==> src/rtl/imm_gen_pkg.sv <==
// Shared constants for the pipelined immediate generator: format bit indices and opcodes.
package imm_gen_pkg;

  localparam int FMT_W = 6;

  // One-hot format positions in imm_sel / fmt, {Z,U,J,B,S,I} = [5:0]
  localparam int FMT_I = 0;
  localparam int FMT_S = 1;
  localparam int FMT_B = 2;
  localparam int FMT_J = 3;
  localparam int FMT_U = 4;
  localparam int FMT_Z = 5;

  localparam logic [6:0] OPC_OP_IMM = 7'b0010011;
  localparam logic [6:0] OPC_LOAD   = 7'b0000011;
  localparam logic [6:0] OPC_JALR   = 7'b1100111;
  localparam logic [6:0] OPC_STORE  = 7'b0100011;
  localparam logic [6:0] OPC_BRANCH = 7'b1100011;
  localparam logic [6:0] OPC_JAL    = 7'b1101111;
  localparam logic [6:0] OPC_LUI    = 7'b0110111;
  localparam logic [6:0] OPC_AUIPC  = 7'b0010111;
  localparam logic [6:0] OPC_SYSTEM = 7'b1110011;

endpackage

==> src/rtl/imm_gen_pipe_if.sv <==
// Upstream/downstream handshake bundle of imm_gen_pipe; slave is the block's view.
interface imm_gen_pipe_if #(
  parameter int XLEN = 32
);
  logic            i_valid;
  logic            o_ready;
  logic [31:0]     i_inst;
  logic [5:0]      i_imm_sel;
  logic            i_flush;
  logic            o_valid;
  logic            i_ready;
  logic [XLEN-1:0] o_imm;
  logic [5:0]      o_fmt;
  logic            o_sel_err;

  modport slave (
    input  i_valid, i_inst, i_imm_sel, i_flush, i_ready,
    output o_ready, o_valid, o_imm, o_fmt, o_sel_err
  );

  modport master (
    output i_valid, i_inst, i_imm_sel, i_flush, i_ready,
    input  o_ready, o_valid, o_imm, o_fmt, o_sel_err
  );
endinterface

==> src/rtl/imm_gen_pipe_extract.sv <==
// imm_extract: combinational format priority, immediate extraction and extension.
// Opcode auto-decode when sel is zero is enabled by IMM_GEN_PIPE_AUTO_DECODE_EN.
module imm_extract
  import imm_gen_pkg::*;
#(
  parameter int XLEN = 32
) (
  input  logic [31:0]      inst,
  input  logic [FMT_W-1:0] sel,
  output logic [XLEN-1:0]  imm,
  output logic [FMT_W-1:0] fmt,
  output logic             sel_err
);

  logic [FMT_W-1:0] sel_eff;
  logic [31:0]      imm32;

`ifdef IMM_GEN_PIPE_AUTO_DECODE_EN
  logic [FMT_W-1:0] dec;

  always_comb begin
    dec = '0;
    case (inst[6:0])
      OPC_OP_IMM, OPC_LOAD, OPC_JALR: dec[FMT_I] = 1'b1;
      OPC_STORE:                      dec[FMT_S] = 1'b1;
      OPC_BRANCH:                     dec[FMT_B] = 1'b1;
      OPC_JAL:                        dec[FMT_J] = 1'b1;
      OPC_LUI, OPC_AUIPC:             dec[FMT_U] = 1'b1;
      OPC_SYSTEM:                     dec[FMT_Z] = inst[14];
      default:                        dec = '0;
    endcase
  end

  assign sel_eff = (sel == '0) ? dec : sel;
`else
  logic unused_opcode;
  assign unused_opcode = ^inst[6:0];
  assign sel_eff       = sel;
`endif

  // Error reflects the raw select, not the decoded one
  assign sel_err = (sel & (sel - 6'd1)) != 6'd0;

  always_comb begin
    fmt = '0;
    if (sel_eff[FMT_Z])      fmt[FMT_Z] = 1'b1;
    else if (sel_eff[FMT_U]) fmt[FMT_U] = 1'b1;
    else if (sel_eff[FMT_J]) fmt[FMT_J] = 1'b1;
    else if (sel_eff[FMT_B]) fmt[FMT_B] = 1'b1;
    else if (sel_eff[FMT_S]) fmt[FMT_S] = 1'b1;
    else if (sel_eff[FMT_I]) fmt[FMT_I] = 1'b1;
  end

  always_comb begin
    imm32 = '0;
    if (fmt[FMT_U])      imm32 = {inst[31:12], 12'b0};
    else if (fmt[FMT_J]) imm32 = {{11{inst[31]}}, inst[31], inst[19:12], inst[20], inst[30:21], 1'b0};
    else if (fmt[FMT_B]) imm32 = {{19{inst[31]}}, inst[31], inst[7], inst[30:25], inst[11:8], 1'b0};
    else if (fmt[FMT_S]) imm32 = {{20{inst[31]}}, inst[31:25], inst[11:7]};
    else if (fmt[FMT_I]) imm32 = {{20{inst[31]}}, inst[31:20]};
  end

  // Z is the only zero-extended format; everything else widens from bit 31
  always_comb begin
    if (fmt[FMT_Z]) imm = XLEN'(inst[19:15]);
    else            imm = XLEN'($signed(imm32));
  end

endmodule

==> src/rtl/imm_gen_pipe.sv <==
// Pipelined immediate generator: imm_extract feeding an OUT register plus one SKID entry.
// Optional opcode auto-decode via IMM_GEN_PIPE_AUTO_DECODE_EN. XLEN is 32 or 64.
module imm_gen_pipe
  import imm_gen_pkg::*;
#(
  parameter int XLEN = 32
) (
  input logic            i_clk,
  input logic            i_rst_n,
  imm_gen_pipe_if.slave  bus
);

  typedef struct packed {
    logic [XLEN-1:0]  imm;
    logic [FMT_W-1:0] fmt;
    logic             sel_err;
  } entry_t;

  logic [XLEN-1:0]  ext_imm;
  logic [FMT_W-1:0] ext_fmt;
  logic             ext_sel_err;
  entry_t           new_e;
  entry_t           out_q;
  entry_t           skid_q;
  logic             out_v;
  logic             skid_v;
  logic             accept;
  logic             consume;

  imm_extract #(.XLEN(XLEN)) u_extract (
    .inst    (bus.i_inst),
    .sel     (bus.i_imm_sel),
    .imm     (ext_imm),
    .fmt     (ext_fmt),
    .sel_err (ext_sel_err)
  );

  assign new_e = '{imm: ext_imm, fmt: ext_fmt, sel_err: ext_sel_err};

  // Handshake: a transfer happens on an edge where valid && ready are both high.
  // Upstream accept also needs !i_flush; o_ready comes only from the SKID flop.
  assign accept  = bus.i_valid && !skid_v && !bus.i_flush;
  assign consume = out_v && bus.i_ready;

  always_ff @(posedge i_clk or negedge i_rst_n) begin
    if (!i_rst_n) begin
      out_q  <= '0;
      skid_q <= '0;
      out_v  <= 1'b0;
      skid_v <= 1'b0;
    end else if (bus.i_flush) begin
      out_v  <= 1'b0;
      skid_v <= 1'b0;
    end else if (accept) begin
      if (!out_v || consume) begin
        out_v <= 1'b1;
        if (skid_v) begin
          out_q  <= skid_q;
          skid_q <= new_e;
        end else begin
          out_q <= new_e;
        end
      end else begin
        skid_q <= new_e;
        skid_v <= 1'b1;
      end
    end else if (consume) begin
      if (skid_v) begin
        out_q  <= skid_q;
        skid_v <= 1'b0;
      end else begin
        out_v <= 1'b0;
      end
    end
  end

  assign bus.o_ready   = !skid_v;
  assign bus.o_valid   = out_v;
  assign bus.o_imm     = out_q.imm;
  assign bus.o_fmt     = out_q.fmt;
  assign bus.o_sel_err = out_q.sel_err;

endmodule

==> src/flat_wrapper.sv <==
// flat-port wrapper written by rule: the top's interface ports become plain ports
module imm_gen_pipe_flat import imm_gen_pkg::*;
#(
  parameter int XLEN = 32
)
  (i_clk, i_rst_n, bus_i_valid, bus_i_inst, bus_i_imm_sel, bus_i_flush, bus_i_ready, bus_o_ready, bus_o_valid, bus_o_imm, bus_o_fmt, bus_o_sel_err);
  imm_gen_pipe_if #(.XLEN(XLEN)) bus_i ();
  input logic i_clk;
  input logic i_rst_n;
  input wire logic [$bits(bus_i.i_valid)-1:0] bus_i_valid;
  input wire logic [$bits(bus_i.i_inst)-1:0] bus_i_inst;
  input wire logic [$bits(bus_i.i_imm_sel)-1:0] bus_i_imm_sel;
  input wire logic [$bits(bus_i.i_flush)-1:0] bus_i_flush;
  input wire logic [$bits(bus_i.i_ready)-1:0] bus_i_ready;
  output wire logic [$bits(bus_i.o_ready)-1:0] bus_o_ready;
  output wire logic [$bits(bus_i.o_valid)-1:0] bus_o_valid;
  output wire logic [$bits(bus_i.o_imm)-1:0] bus_o_imm;
  output wire logic [$bits(bus_i.o_fmt)-1:0] bus_o_fmt;
  output wire logic [$bits(bus_i.o_sel_err)-1:0] bus_o_sel_err;
  assign bus_i.i_valid = bus_i_valid;
  assign bus_i.i_inst = bus_i_inst;
  assign bus_i.i_imm_sel = bus_i_imm_sel;
  assign bus_i.i_flush = bus_i_flush;
  assign bus_i.i_ready = bus_i_ready;
  assign bus_o_ready = bus_i.o_ready;
  assign bus_o_valid = bus_i.o_valid;
  assign bus_o_imm = bus_i.o_imm;
  assign bus_o_fmt = bus_i.o_fmt;
  assign bus_o_sel_err = bus_i.o_sel_err;
  imm_gen_pipe #(.XLEN(XLEN)) u_core (.i_clk(i_clk), .i_rst_n(i_rst_n), .bus(bus_i));
endmodule
==> config.mk <==
export PLATFORM = sky130hd
export DESIGN_NAME = imm_gen_pipe_flat
export DESIGN_NICKNAME = d
export VERILOG_FILES = /design/src/rtl/imm_gen_pkg.sv /design/src/rtl/imm_gen_pipe_if.sv /design/src/rtl/imm_gen_pipe_extract.sv /design/src/rtl/imm_gen_pipe.sv /design/src/flat_wrapper.sv
export SDC_FILE = /design/constraint.sdc
export NUM_CORES = 1
export LEC_CHECK = 0
export CORE_MARGIN = 2
export CORE_UTILIZATION = 45
export DETAILED_ROUTE_END_ITERATION = 8
export PLACE_DENSITY = 0.7
export RECOVER_POWER = 50
export SETUP_SLACK_MARGIN = 0.4
export SYNTH_ARGS = -nofsm -noshare
export SYNTH_HDL_FRONTEND = slang
export SYNTH_SLANG_ARGS = --single-unit
==> constraint.sdc <==
create_clock -name i_clk -period 4 [get_ports i_clk]
set_input_delay 0.4 -clock i_clk [delete_from_list [all_inputs] [get_ports i_clk]]
set_output_delay 0.4 -clock i_clk [all_outputs]
set_load 0.02 [all_outputs]
==> results of run 1 <==
-- registers in the layout (all words and copies together) (netlist names) --
register	count
u_core.skid_q	39
u_core.bus.o_imm	32
u_core.bus.o_fmt	6
u_core.bus.o_sel_err	1
u_core.bus.o_valid	1
u_core.skid_v	1
-- worst register-to-register path, cell delays in order (launching register included) --
cell	delay (ps)
dfrtp_1	450
nor3b_2	490
nand2_2	440
a211oi_2	590
a22o_1	220
-- logic make-up after synthesis --
| logic type | Yosys count | share of synthesized area |
|---|---|---|
| simple gates | 144 | 0.172 |
| buf+inv | 35 | 0.0400 |
| compound gates | 126 | 0.248 |
| mux | 4 | 0.0109 |
| flops | 80 | 0.529 |
-- layer usage --
layer	up-vias	wire, um	track usage
met5	-	0	0
met1	1611	4370	0.308
met2	92	4650	0.361
li1	1527	-	-
met4	0	78	0.0524
met3	8	471	0.0474
-- metrics by stage --
| stage | utilization | area, um2 | total power, uW | instances | hold WS (ps) |
|---|---|---|---|---|---|
| CTS | 0.590 | 4820 | 2390 | 560 | 242 |
| global placement | 0.561 | 4590 | 1660 | 544 | 457 |
| finish | 0.590 | 4820 | 2350 | 560 | 480 |
| floorplan | - | 3780 | 1380 | 389 | 104 |
| global route | 0.590 | 4820 | 2470 | 560 | 505 |
| detailed placement | 0.561 | 4590 | 1680 | 544 | 464 |
-- cells in the mapped netlist (4+ instances only) --
cell | count | share of area
a22o_1 | 6 | 0.014
buf_2 | 8 | 0.011
o21a_1 | 5 | 0.0099
o31ai_1 | 15 | 0.030
clkbuf_1 | 19 | 0.019
o211ai_1 | 16 | 0.032
o21ai_0 | 20 | 0.026
o22ai_2 | 10 | 0.033
dfrtp_1 | 80 | 0.53
nand3_1 | 15 | 0.020
nand2_1 | 70 | 0.069
a21oi_1 | 17 | 0.023
nor2b_1 | 12 | 0.020
inv_1 | 4 | 0.0040
a221oi_1 | 7 | 0.016
nor2_1 | 30 | 0.030
a31oi_1 | 5 | 0.0083
a222oi_1 | 4 | 0.011
a21o_1 | 8 | 0.016
-- layout make-up --
type	instances	area [um2]	area share
sequential	80	2000	0.415
clock inverter	6	108	0.0223
tap	105	131	0.0273
multi-input combinational	274	1640	0.341
clock buffer	10	128	0.0265
timing repair buffer	81	793	0.165
inverter	4	15.0	0.00312
-- power by group --
part	leakage [uW]	internal, uW	switching [uW]
logic	0.000856	276	319
registers	0.00103	958	84.4
clock network	0.000116	413	302
total	0.00200	1650	705
-- worst paths after layout --
path                                         to  cells after the start
max                        u_core.bus.o_imm[27]                      6
max reg2reg                   u_core.skid_q[12]                      4
min reg2reg                   u_core.skid_q[18]                      2
min                           u_core.skid_q[18]                      2
min in group asynchronous   u_core.bus.o_fmt[1]                      1
max in group asynchronous  u_core.bus.o_imm[29]                      1
==> results.sh, run 1 <==
export IMPL_slew_headroom=-0.324
export IMPL_syn_to_final_growth_pct=27.5
export IMPL_worst_slew_pin_slew_ps=1990
export IMPL_die_x_um=95.7
export IMPL_start_util=0.463
export IMPL_end_kind="flip-flop"
export IMPL_grt_start_max_net_pins=81
export IMPL_grt_pass1_wl_um=15700
export IMPL_synth_cell_types=46
export IMPL_final_setup_worst_slack_ps=1540
export IMPL_antenna_found_initial=0
export IMPL_cts_resized=0
export IMPL_p_per_area_nw_per_um2=488
export IMPL_async_flop_share=1.00
export IMPL_violations="capacitance limit, slew limit"
export IMPL_nFillCells=731
export IMPL_hpwl_um=6220
export IMPL_cp_required_ps=4270
export IMPL_drtIter0Drc=265
export IMPL_grt_pass1_vias=3145
export IMPL_max_freq_ghz=0.406
export IMPL_maxSlewViolCount=81
export IMPL_drc=0
export IMPL_clk_path_buf_depth=2
export IMPL_rows=33
export IMPL_period_needed_ps=2460
export IMPL_num_vias=3238
export IMPL_r2r_start="u_core.skid_v"
export IMPL_root_buffer="clkbuf_8"
export IMPL_yosys_warnings=0
export IMPL_tritoncts="built"
export IMPL_cp_arrival_ps=2730
export IMPL_finalClockSkew_ps=12.2
export IMPL_synth_avg_cell_area_um2=9.72
export IMPL_setup_tns_ps=0
export IMPL_hp_start="u_core.skid_q[18]"
export IMPL_critPathKind="in2reg"
export IMPL_cts_hold_fix_buffers=0
export IMPL_dr_pass1_iters=5
export IMPL_drive_above_1_share=0.0879
export IMPL_hold_violations=0
export IMPL_die_h_um=95.7
export IMPL_die_area_um2=9150
export IMPL_irDropWorstVdd_v=0.000252
export IMPL_globalRouteTotalUtil=0.223
export IMPL_ys_ff_latch=80
export IMPL_drt_wl_total_um=9570
export IMPL_cp_start_kind="input port"
export IMPL_synth_main_ff_cell="dfrtp_1"
export IMPL_wl_per_cell_um=17.1
export IMPL_slowest_delay_ps=980
export IMPL_rsz0062_at_grt="no"
export IMPL_ant_nets=0
export IMPL_cp_num_buf_inv=2
export IMPL_diodes=0
export IMPL_p_leak_uw=0.00200
export IMPL_synthesis_area_um2=3780
export IMPL_critical_path_max_fanout=21
export IMPL_worstSkewPairLatency_ps=360
export IMPL_regToRegSetupSlack_ps=1750
export IMPL_clkSinkCount=80
export IMPL_grt_overflow=0
export IMPL_maxCapViolCount=1
export IMPL_clk_pin_slew_worst_paths_ps=80
export IMPL_ios=84
export IMPL_place_ws_ps=1220
export IMPL_finalSetupViolCount=0
export IMPL_port_buffers=76
export IMPL_min_period_over_period=0.616
export IMPL_status="complete, but fails checks"
export IMPL_final_cell_mix="dfrtp_1 (80), nand2_1 (69), clkdlybuf4s50_1 (56), nor2_1 (30), o21ai_0 (20)"
export IMPL_syn_num_nets=432
export IMPL_hold_path_class="reg2reg"
export IMPL_nNetsFinal=493
export IMPL_core_um2=8180
export IMPL_cts_setup_buffers=0
export IMPL_path_cells="clkdlybuf4s50_1 -> or2_2 -> o221ai_1 -> buf_4 -> or3_4 -> o22ai_2"
export IMPL_htreeDepth=3
export IMPL_routabilityCongestion=0.785
export IMPL_crit_path_start="bus_i_imm_sel[4]"
export IMPL_syn_inst=389
export IMPL_crit_family="buffers and inverters"
export IMPL_synth_edff_count=0
export IMPL_cts_buffers=9
export IMPL_seq_area_frac_synth=0.529
export IMPL_via_per_inst=5.78
export IMPL_final_common_cell="dfrtp_1"
export IMPL_slowest_stage="clkdlybuf4s50_1"
Power figures use the tool's default switching activity.
==> run 2: changes to the inputs <==
clock period = 2.6 ns   (was 4 ns; I/O delays follow)
==> results.sh, run 2 (synthesis results as in run 1) <==
export IMPL_finalSetupViolCount=0
export IMPL_clkSinkCount=80
export IMPL_min_period_over_period=0.726
export IMPL_critical_path_max_fanout=12
export IMPL_p_per_area_nw_per_um2=713
export IMPL_cts_resized=0
export IMPL_clk_pin_slew_worst_paths_ps=80
export IMPL_cp_start_kind="input port"
export IMPL_start_util=0.463
export IMPL_whs_ps=482
export IMPL_hold_path_class="reg2reg"
export IMPL_final_setup_worst_slack_ps=714
export IMPL_p_leak_uw=0.00204
export IMPL_end_kind="flip-flop"
export IMPL_diodes=0
export IMPL_nNetsFinal=505
export IMPL_power_total_uw=3490
export IMPL_core_um2=8180
export IMPL_cts_buffers=9
export IMPL_antenna_found_initial=0
export IMPL_grt_overflow=0
export IMPL_ios=84
export IMPL_port_buffers=76
export IMPL_die_h_um=95.7
export IMPL_ant_nets=0
export IMPL_dr_pass1_iters=4
export IMPL_drive_above_1_share=0.109
export IMPL_cp_required_ps=2830
export IMPL_syn_to_final_growth_pct=29.5
export IMPL_slowest_delay_ps=640
export IMPL_path_cells="clkdlybuf4s50_1 -> or4_1 -> a221oi_1 -> o311ai_1 -> o21a_1"
export IMPL_grt_start_max_net_pins=49
export IMPL_via_per_inst=5.61
export IMPL_slowest_stage="clkdlybuf4s50_1"
export IMPL_largest_register="u_core.skid_q"
export IMPL_grt_pass1_vias=3186
export IMPL_rows=33
export IMPL_final_cell_mix="dfrtp_1 (80), nand2_1 (69), clkdlybuf4s50_1 (57), nor2_1 (30), o21ai_0 (20)"
export IMPL_period_needed_ps=1890
export IMPL_status="complete, no violations"
export IMPL_maxSlewViolCount=0
export IMPL_num_vias=3207
export IMPL_cp_arrival_ps=2110
export IMPL_drt_wl_total_um=9520
export IMPL_die_area_um2=9150
export IMPL_place_ws_ps=401
export IMPL_drtIter0Drc=266
export IMPL_globalRouteTotalUtil=0.222
export IMPL_drc=0
export IMPL_finalClockSkew_ps=10.4
export IMPL_htreeDepth=3
export IMPL_setup_tns_ps=0
export IMPL_critPathKind="in2reg"
export IMPL_maxCapViolCount=0
export IMPL_largest_register_ffs=39
export IMPL_tritoncts="built"
export IMPL_rsz0062_at_grt="no"
export IMPL_worstSkewPairLatency_ps=330
export IMPL_max_freq_ghz=0.530
export IMPL_final_common_cell="dfrtp_1"
export IMPL_wl_per_cell_um=16.6
export IMPL_worst_slew_pin_slew_ps=1020
export IMPL_clk_path_buf_depth=2
export IMPL_hold_violations=0
export IMPL_cts_setup_buffers=0
export IMPL_slew_headroom=0.318
export IMPL_root_buffer="clkbuf_8"
export IMPL_irDropWorstVdd_v=0.000387
export IMPL_nFillCells=708
export IMPL_routabilityCongestion=0.798
export IMPL_die_x_um=95.7
export IMPL_grt_pass1_wl_um=15800
export IMPL_hpwl_um=6510
## run 2: cell types whose count changed in the layout (fill, tap and decap cells not counted), sizes merged
cell | before | now
bufinv | 3 | 1
buf | 5 | 16
clkinv | 2 | 0
clkdlybuf4s50 | 56 | 57
clkbuf | 11 | 13
clkinvlp | 1 | 3
## run 2: where the power goes
group | leakage, uW | switching [uW] | internal, uW
logic | 0.000921 | 498 | 441
clock network | 0.0000948 | 454 | 497
registers | 0.00103 | 126 | 1470
## run 2: cell type report
cell class	instances	area [um2]	share of cell area
clock buffer	12	155	0.0317
clock inverter	4	52.6	0.0107
inverter	4	15.0	0.00307
multi-input combinational	274	1640	0.335
sequential	80	2000	0.409
tap	105	131	0.0268
timing repair buffer	93	898	0.183
## run 2: path summary, 6_finish.rpt
path,slack (ps),endpoint,depth (start not counted),start
worst max-delay path,710,u_core.bus.o_sel_err,5,bus_i_imm_sel[5]
worst min-delay path,480,u_core.skid_q[18],2,u_core.skid_q[18]
worst max register to register,780,u_core.bus.o_fmt[4],5,u_core.skid_v
worst min register to register,480,u_core.skid_q[18],2,u_core.skid_q[18]
max in group asynchronous,1200,u_core.skid_q[29],3,i_rst_n
min in group asynchronous,630,u_core.bus.o_fmt[1],2,i_rst_n
## run 2: per-stage QoR
stage | cell area (um2) | utilization | instances
2_1_floorplan | 3780 | - | 389
3_3_place_gp | 4680 | 0.573 | 555
3_5_place_dp | 4680 | 0.573 | 555
4_1_cts | 4900 | 0.599 | 572
5_1_grt | 4900 | 0.599 | 572
6_report | 4900 | 0.599 | 572
## run 2: repair_timing
action / 4_1_cts / 5_1_grt
hold buffers: 1 / 0
endpoints found under the hold margin: 39 / 0
setup endpoints to repair: 0 / 0
## run 2: per-layer routing
metal  routed length [um]  vias to the layer above  track usage
met5                    0                        -            0
met1                 4400                     1571        0.319
met3                  381                        7       0.0261
met2                 4660                       87        0.361
li1                     -                     1542            -
met4                   78                        0       0.0500
## run 2: critical path, delay by kind of cell
family | cells | cell delay [ps]
AND/OR/NAND/NOR | 1 | 550
AO/OA/AOI/OAI | 3 | 670
buffers and inverters | 1 | 640
==> run 3: changes to the inputs <==
clock period = 1.9 ns   (was 2.6 ns; I/O delays follow)
==> results.sh, run 3 (synthesis results as in run 1) <==
export IMPL_ios=84
export IMPL_hpwl_um=7010
export IMPL_wl_per_cell_um=18.9
export IMPL_grt_start_max_net_pins=48
export IMPL_die_x_um=95.7
export IMPL_irDropWorstVdd_v=0.000542
export IMPL_maxCapViolCount=0
export IMPL_finalClockSkew_ps=13.4
export IMPL_maxSlewViolCount=0
export IMPL_grt_pass1_wl_um=17400
export IMPL_ant_nets=0
export IMPL_dr_pass1_iters=5
export IMPL_finalSetupViolCount=0
export IMPL_cp_start_kind="flip-flop"
export IMPL_final_common_cell="dfrtp_1"
export IMPL_p_per_area_nw_per_um2=844
export IMPL_start_util=0.463
export IMPL_syn_to_final_growth_pct=48.9
export IMPL_globalRouteTotalUtil=0.250
export IMPL_critical_path_max_fanout=31
export IMPL_slowest_delay_ps=460
export IMPL_drive_above_1_share=0.282
export IMPL_clk_pin_slew_worst_paths_ps=90
export IMPL_min_period_over_period=0.906
export IMPL_end_kind="flip-flop"
export IMPL_num_vias=3628
export IMPL_power_total_uw=4750
export IMPL_nNetsFinal=556
export IMPL_root_buffer="clkbuf_8"
export IMPL_port_buffers=76
export IMPL_slew_headroom=0.396
export IMPL_period_needed_ps=1720
export IMPL_status="complete, no violations"
export IMPL_die_h_um=95.7
export IMPL_grt_pass1_vias=3472
export IMPL_htreeDepth=3
export IMPL_largest_register_ffs=39
export IMPL_hold_violations=0
export IMPL_final_cell_mix="dfrtp_1 (79), nand2_1 (56), buf_4 (40), dlygate4sd2_1 (39)"
export IMPL_p_leak_uw=0.00251
export IMPL_via_per_inst=5.83
export IMPL_nFillCells=611
export IMPL_drt_wl_total_um=11700
export IMPL_diodes=0
export IMPL_worst_slew_pin_slew_ps=905
export IMPL_crit_family="compound AO/OA/AOI/OAI gates"
export IMPL_rsz0062_at_grt="yes"
export IMPL_core_um2=8180
export IMPL_cp_num_buf_inv=1
export IMPL_largest_register="u_core.skid_q"
export IMPL_drtIter0Drc=287
export IMPL_multiInputGateArea_um2=1910
export IMPL_cp_arrival_ps=1960
export IMPL_clk_path_buf_depth=2
export IMPL_final_cells=622
export IMPL_drc=0
export IMPL_seqCellArea_um2=2000
export IMPL_antenna_found_initial=0
export IMPL_dpl_cell_count=581
export IMPL_worstSkewPairLatency_ps=360
export IMPL_routabilityCongestion=0.892
export IMPL_slowest_stage="dfrtp_1"
export IMPL_hold_path_class="in2reg"
export IMPL_grt_overflow=0
export IMPL_clkSinkCount=80
export IMPL_cp_required_ps=2140
export IMPL_die_area_um2=9150
export IMPL_critPathKind="reg2reg"
export IMPL_tritoncts="built"
export IMPL_path_cells="nand2_1 -> a211o_4 -> buf_6 -> a21oi_1 -> o22ai_2"
export IMPL_rows=33
export IMPL_max_freq_ghz=0.581
export IMPL_cts_buffers=9
-- run 3: cell count changes in the layout (fill, tap and decap cells not counted), sizes merged, moves of 2 or more --
| cell | delta |
|---|---|
| buf | +45 |
| dlygate4sd2 | +39 |
| clkdlybuf4s50 | -27 |
| dlygate4sd3 | -18 |
| clkbuf | +8 |
| clkinv | +2 |
-- run 3: area by class of cell --
type,count,share of cell area
Sequential cell,80,0.356
Multi-Input combinational cell,275,0.339
Inverter,4,0.00267
Timing Repair Buffer,143,0.251
Clock buffer,10,0.0227
Clock inverter,5,0.00600
Tap cell,105,0.0233
-- run 3: worst paths after layout --
| kind | start | to | slack [ps] | cells past startpoint |
|---|---|---|---|---|
| hold reg to reg | u_core.skid_q[2] | u_core.skid_q[2] | 480 | 2 |
| setup / recovery | u_core.skid_v | u_core.bus.o_imm[30] | 180 | 5 |
| setup reg to reg | u_core.skid_v | u_core.bus.o_imm[30] | 180 | 5 |
| hold / removal | bus_i_imm_sel[4] | u_core.skid_q[5] | 470 | 4 |
| max in group asynchronous | i_rst_n | u_core.bus.o_imm[20] | 660 | 3 |
| min in group asynchronous | i_rst_n | u_core.skid_q[12] | 500 | 2 |
-- run 3: report_power, final --
group / switching [uW] / internal, uW / leakage [uW]
Clock: 653 / 468 / 0.0000785
Sequential: 202 / 2020 / 0.00103
Combinational: 770 / 640 / 0.00140
-- run 3: worst register-to-register path: stages, from the launching register on --
cell,delay (ps)
dfrtp_1,460
nand2_1,170
a211o_4,400
buf_6,200
a21oi_1,270
o22ai_2,110
-- run 3: metrics by stage --
step                      hold WS (ps)  setup slack [ps]  instance area [um2]   util  setup TNS [ps]
after floorplan                   -106               297                 3820      -               0
after global placement             168              -101                 4940  0.605            -838
after detailed placement           174              -153                 4940  0.605           -1670
after CTS                          348               265                 5260  0.644               0
after global routing               489               105                 5630  0.689               0
final                              470               179                 5630  0.689               0
-- run 3: timing repair --
item,4_1_cts,5_1_grt
buffers inserted,8,10
pin swaps,14,25
resized for setup,63,60
cloned,2,5
setup endpoints to repair,93,82
hold buffers,1,0
hold endpoints to repair,33,0
-- run 3: routing by layer --
metal,vias up,global-route usage,part of all wire
met3,20,0.0490,0.060
li1,1649,-,-
met2,145,0.405,0.50
met1,1814,0.342,0.42
met4,0,0.0738,0.015
met5,-,0,0
